File: src/rtl/imem_dmem_arbiter_pkg.sv
// Shared types for the unified instruction/data memory arbiter.
// Owner tags steer each BRAM read response back to its requester.
package imem_dmem_arbiter_pkg;

    typedef enum logic [1:0] {
        OWN_NONE = 2'd0,
        OWN_IF   = 2'd1,
        OWN_D    = 2'd2
    } owner_e;

    localparam int ADDR_W_DEF = 13;

endpackage

File: src/rtl/imem_dmem_arbiter.sv
// Shares one single-port 1-cycle BRAM between instruction fetch and data.
// Data has priority until a waiting fetch has lost STARVE_MAX cycles in a row.
module imem_dmem_arbiter
    import imem_dmem_arbiter_pkg::*;
#(
    parameter int ADDR_W     = ADDR_W_DEF,
    parameter int STARVE_MAX = 4
) (
    input  logic              clk,
    input  logic              rst,
    input  logic              if_req,
    input  logic [31:0]       if_addr,
    output logic              if_gnt,
    output logic              if_rvalid,
    output logic [31:0]       if_rdata,
    input  logic              d_req,
    input  logic              d_we,
    input  logic [3:0]        d_be,
    input  logic [31:0]       d_addr,
    input  logic [31:0]       d_wdata,
    output logic              d_gnt,
    output logic              d_rvalid,
    output logic [31:0]       d_rdata,
    input  logic              flush,
    output logic              bram_en,
    output logic [3:0]        bram_we,
    output logic [ADDR_W-1:0] bram_addr,
    output logic [31:0]       bram_din,
    input  logic [31:0]       bram_dout,
    output logic              stall_if,
    output logic              stall_mem
);

    localparam int CW = (STARVE_MAX < 1) ? 1 : $clog2(STARVE_MAX + 1);
    localparam logic [CW-1:0] SMAX = CW'(STARVE_MAX);

    owner_e        own_q, own_d;
    logic [CW-1:0] starve_q, starve_d;
    logic [31:0]   if_hold_q, if_hold_d;
    logic [31:0]   d_hold_q, d_hold_d;

    always_comb begin
        if_gnt = 1'b0;
        d_gnt  = 1'b0;
        if (rst) begin
            if (d_req && (starve_q < SMAX)) begin
                d_gnt = 1'b1;
            end else if (if_req) begin
                if_gnt = 1'b1;
            end else if (d_req) begin
                d_gnt = 1'b1;
            end
        end
    end

    always_comb begin
        bram_en   = if_gnt | d_gnt;
        bram_we   = (d_gnt && d_we) ? d_be : 4'b0000;
        bram_addr = if_gnt ? if_addr[ADDR_W+1:2] : d_addr[ADDR_W+1:2];
        bram_din  = d_wdata;
    end

    assign stall_if  = if_req & ~if_gnt;
    assign stall_mem = d_req & ~d_gnt;

    // A flushed fetch still uses the BRAM cycle but its response is dropped
    always_comb begin
        own_d = OWN_NONE;
        if (if_gnt && !flush) begin
            own_d = OWN_IF;
        end else if (d_gnt && !d_we) begin
            own_d = OWN_D;
        end
    end

    always_comb begin
        starve_d = starve_q;
        if (!if_req || if_gnt) begin
            starve_d = '0;
        end else if (starve_q < SMAX) begin
            starve_d = starve_q + CW'(1);
        end
    end

    assign if_rvalid = (own_q == OWN_IF);
    assign d_rvalid  = (own_q == OWN_D);

    always_comb begin
        if_hold_d = if_rvalid ? bram_dout : if_hold_q;
        d_hold_d  = d_rvalid ? bram_dout : d_hold_q;
    end

    assign if_rdata = if_rvalid ? bram_dout : if_hold_q;
    assign d_rdata  = d_rvalid ? bram_dout : d_hold_q;

    always_ff @(posedge clk) begin
        if (!rst) begin
            own_q     <= OWN_NONE;
            starve_q  <= '0;
            if_hold_q <= '0;
            d_hold_q  <= '0;
        end else begin
            own_q     <= own_d;
            starve_q  <= starve_d;
            if_hold_q <= if_hold_d;
            d_hold_q  <= d_hold_d;
        end
    end

    logic unused_ok;
    assign unused_ok = ^{if_addr[31:ADDR_W+2], if_addr[1:0],
                         d_addr[31:ADDR_W+2], d_addr[1:0]};

endmodule
File: config.mk
export PLATFORM = sky130hd
export DESIGN_NAME = imem_dmem_arbiter
export DESIGN_NICKNAME = d
export VERILOG_FILES = /design/src/rtl/imem_dmem_arbiter_pkg.sv /design/src/rtl/imem_dmem_arbiter.sv
export SDC_FILE = /design/constraint.sdc
export NUM_CORES = 1
export LEC_CHECK = 0
export CAP_MARGIN = 20
export CORE_MARGIN = 2
export CORE_UTILIZATION = 31
export CTS_CLUSTER_SIZE = 30
export DETAILED_ROUTE_END_ITERATION = 8
export HOLD_SLACK_MARGIN = 0.15
export PLACE_DENSITY = 0.83
export SLEW_MARGIN = 20
export SYNTH_ARGS = -nofsm -noshare
export SYNTH_HDL_FRONTEND = slang
export SYNTH_SLANG_ARGS = --single-unit
File: constraint.sdc
create_clock -name clk -period 1.5 [get_ports clk]
set_input_delay 0.3 -clock clk [delete_from_list [all_inputs] [get_ports clk]]
set_output_delay 0.3 -clock clk [all_outputs]
set_load 0.05 [all_outputs]
After elaboration in Yosys (flattened, before gate mapping)
Cells that the tools add are included.
Storage, ports and cells
  bits in registers: 69
  bits of input ports: 138
  output and inout bits: 120
  logic and storage cells: 38
Cells by class
  add/subtract/negate cells: 1
  magnitude comparators: 1
  eq/ne operators: 2
  multiplexer cells: 13
  bitwise gates (word level): 6
  reductions and logical operators: 10
Operators by type and width (count)
  two-way mux 32 bit: 2
  two-way mux 13 bit: 1
  two-way mux 1 bit: 8
  logical AND 1 bit: 4
  two-way mux 4 bit: 1
  OR reduction 2 bit: 2
  adder 3 x 1 -> 3 bit, second input constant: 1
  logical NOT 1 bit: 3
  less-than comparator 3 bit, second input constant: 1
  NOT 1 bit: 3
  AND 1 bit: 2
  equality test 2 x 1 -> 1 bit, second input constant: 1
  equality test 2 bit, second input constant: 1
  two-way mux 2 bit: 1
  logical OR 1 bit: 1
  bitwise OR 1 bit: 1

Logic depth before layout (Yosys ltp)
  depth in word-level cells: 7
  mapped depth: 5
  depth with buffers taken out: 3

Worst setup path after synthesis
Ideal clock, no wire load.
  path kind: reg2out
  start: reg starve_q[2]
  end: out stall_if
  arrival time: 1604 ps
  data required time: 1200 ps
  setup slack: -404 ps
  stages on the path, launching flop included: 3
  buffers on the path: 0
  cell sequence: dfxtp_1 > nand2b_1 > a21boi_0
Between the ends
  longest elaborated chain between the ends: 6
RTL lines
  from (decl): line imem_dmem_arbiter.sv:38  | logic [CW-1:0] starve_q, starve_d;
  from (signal assigned): line imem_dmem_arbiter.sv:104  | starve_q <= starve_d;
  less-than comparator 3 bit: line imem_dmem_arbiter.sv:46  | if (d_req && (starve_q < SMAX)) begin
  logical AND 1 bit: line imem_dmem_arbiter.sv:46
  two-way mux 1 bit: line imem_dmem_arbiter.sv:46
  two-way mux 1 bit: line imem_dmem_arbiter.sv:45  | if (rst) begin
  NOT 1 bit: line imem_dmem_arbiter.sv:63  | assign stall_if = if_req & ~if_gnt;
  AND 1 bit: line imem_dmem_arbiter.sv:63
  to (decl): line imem_dmem_arbiter.sv:30  | output logic stall_if,
No other way between the ends.

Worst setup path after layout
  start: reg starve_q[2]
  end: out bram_addr[6]
Between the ends
  longest elaborated chain between the ends: 5
RTL lines
  less-than comparator 3 bit: line imem_dmem_arbiter.sv:46
  logical AND 1 bit: line imem_dmem_arbiter.sv:46
  two-way mux 1 bit: line imem_dmem_arbiter.sv:46
  two-way mux 1 bit: line imem_dmem_arbiter.sv:45
  two-way mux 13 bit: line imem_dmem_arbiter.sv:59  | bram_addr = if_gnt ? if_addr[ADDR_W+1:2] : d_addr[ADDR_W+1:2];
  to (decl): line imem_dmem_arbiter.sv:27  | output logic [ADDR_W-1:0] bram_addr,
No other way between the ends.

==> impl_results.md <==
- Clock Latency Late Sink: 350 ps
- Synth-to-layout area growth: 76.1%
- Final setup viols: 87
- IO buf count: between 150 and 200
- Mapped Nets: about 420
- Post-layout minimum cycle time: 2000 ps
- Initial antenna violation count: 0
- Non-filler cells, final: between 500 and 600
- Core Area: roughly 11000 µm²
- Distinct cells, synth: 18
- First-pass GRT wire length: roughly 14 mm
- Multi-input gate area: 1770 µm²
- # DRC: 0
- CTS tree: built
- CP Class: register to output pin
- Maximum Capacitance Violations: 0
- Post-detailed-route count of antenna-violating nets: 0
- Yosys warning count: 0
- FF/Latch Area: 1390 µm²
- Violated checks: setup timing
- Peak supply drop: 0.000394 V
- Clock slew at reported path FFs: around 90 ps
- Grt total ovfl: 0
- Flops & latches, synth: slightly below 70
- EDFF count, synth: 0
- Number of hold violations in the final report: 0
- Synth top area cells: dfxtp_1 (41%), mux2_4 (29%), and2_1 (12%)
- GRT Total Usage: between 15 and 20%
- IO Pins: 258
- Metal1 wirelength: between 3 and 4 mm
- Via-to-Cell Ratio: ~4.5
- Gate Count Post-Synth: roughly 280
- Num CTS Buffers: 9
- Arrival @ worst endpoint: between 1500 and 2000 ps
- # nets final: between 500 and 600
- Starting Density: between 30% and 40%
- Chip height: 109 µm
- DP Wirelength: 6.08 mm
- Initial drt markers: just over 80
- RePlAce Congestion: 0.738
- Final Max Tran Viols: 0
- Setup TNS: -32800 ps
- Hold slack: roughly 360 ps
- Vias: between 2k and 3k
- Worst clock skew: ~7.6 ps
- Top sig layer: met4
- Met3 routed WL: between 700 and 800 µm
- Filler cells: approximately 860
- Vias in the first global route: between 2k and 3k
- Fmax achieved: about 500 MHz
- Hold buffer count at CTS: 0
- CP max FO: 7
- Top_reg_cell synth: dfxtp_1
- Htree depth: 3
- Placed Cells: around 540
- Status: finished, violations left
- Clock buffer depth: 2
- Worst slew pin tran: ~480 ps
- RSZ-0062 raised after global routing: yes
- FP Rows: 38
- Largest net degree at the start of global routing: 62
- Clock sinks: about 70
- Syn_area_per_cell: 12.1 µm²
- Clock root buffer: clkbuf_8
- Power Dens Cells: ~800 nW/µm²
- Post-synthesis async set-or-reset flop share: 0%
- Final period util: 134%
- Synth area leader: dfxtp_1
- Seq/Total Area, Yosys: between 40 and 50%
- Total chip power: approximately 0.0048 W
- Die ar.: approximately 12000 µm²
- Layout Utilization: ~56%
- Chip width: between 100 and 150 µm
- Mapped Area: ~3400 µm²
- WL/cell: 16.5 µm
- Met2 wire len: between 5 and 6 mm
- Top cells by count, synth: dfxtp_1 (69), and2_1 (66), mux2_4 (66)
- Share of layout cells above drive strength 1: 54.3%
- Fin worst setup slack: -505 ps
- Hold Path Class: input port to register
- Startpoint type of the worst setup path: register
- LEAKAGE: 2.72 nW
- Diode count: 0
- Max-slew headroom: roughly two thirds
- Cell with the most instances after synthesis: dfxtp_1
- Synth top area share: about two fifths
- DR pass1 iterations: 4
- Final WL: around 9.6 mm
- Critical Path RT: between 1000 and 1500 ps
- CP Capture Type: output pin
[final timing paths]
| path | endpoint | slack (ps) | depth (start not counted) | from |
|---|---|---|---|---|
| max | bram_addr[6] | -500 | 5 | starve_q[2] |
| min | starve_q[0] | 360 | 4 | rst |
| max reg2reg | d_hold_q[3] | 10 | 6 | own_q[1] |
| min reg2reg | starve_q[0] | 440 | 1 | starve_q[0] |
[timing repair]
action | in CTS | in global routing
pin swaps | 2 | 5
setup buffers | 11 | 12
resized for setup | 105 | 43
cloned | 8 | 1
endpoints found under the setup margin | 88 | 93
[report_power, final]
part / switching (W) / internal (W)
clock: 0.000775 / 0.000671
sequential: 0.0000154 / 0.00188
combinational: 0.000700 / 0.000742
total: 0.00149 / 0.00329
[flip-flops by register name, indices dropped and copies added (netlist names)]
| name | flops |
|---|---|
| own_q | 2 |
| if_hold_q | 32 |
| d_hold_q | 32 |
| starve_q | 3 |
[cell type report]
type | instances | share of cell area, %
clock inverter | 6 | 0.855
clock buffer | 10 | 2.29
inverter | 1 | 0.104
timing repair buffer | 192 | 41.2
multi-input combinational | 162 | 29.5
sequential | 69 | 23.1
tap | 140 | 2.92
[metal layers]
metal | GRT usage, % | vias up
met5 | 0 | -
met4 | 6.04 | 0
met3 | 5.38 | 18
met2 | 29.6 | 128
met1 | 17.1 | 1238
li1 | - | 1206
[worst max-delay path, stage by stage, from the launching register on]
cell	delay, ps
dfxtp_2	350
nand2b_4	130
nor2b_4	220
clkbuf_16	190
mux2_4	310
buf_12	150
[cell usage in the layout, fill, tap and decap left out, drive strengths merged]
master / count
buf: 124
mux2: 77
dfxtp: 69
and2: 66
clkdlybuf4s50: 64
clkbuf: 12
and3: 5
inv: 5
nor2b: 4
nand2b: 2
nand2: 2
dlygate4sd2: 2
a21boi: 2
o21a: 1
nor2: 1
nor3: 1
ha: 1
clkinvlp: 1
clkinv: 1
[logic make-up after synthesis]
family	count (synthesis)	synth area share, %
muxes	77	32.7
AOI/OAI and AO/OA	3	0.661
DFF	69	40.6
buffers and inverters	51	11.1
adders and majority gates	1	0.367
and+or+nand+nor	81	14.6
[through the flow]
step / area (µm²) / setup slack (ps)
final: 6000 / -505
after global routing: 6000 / -586
after CTS: 5880 / -545
after detailed placement: 5040 / -639
after global placement: 5040 / -616
after floorplan: 3430 / -51.7
Power figures use the tool's default switching activity.
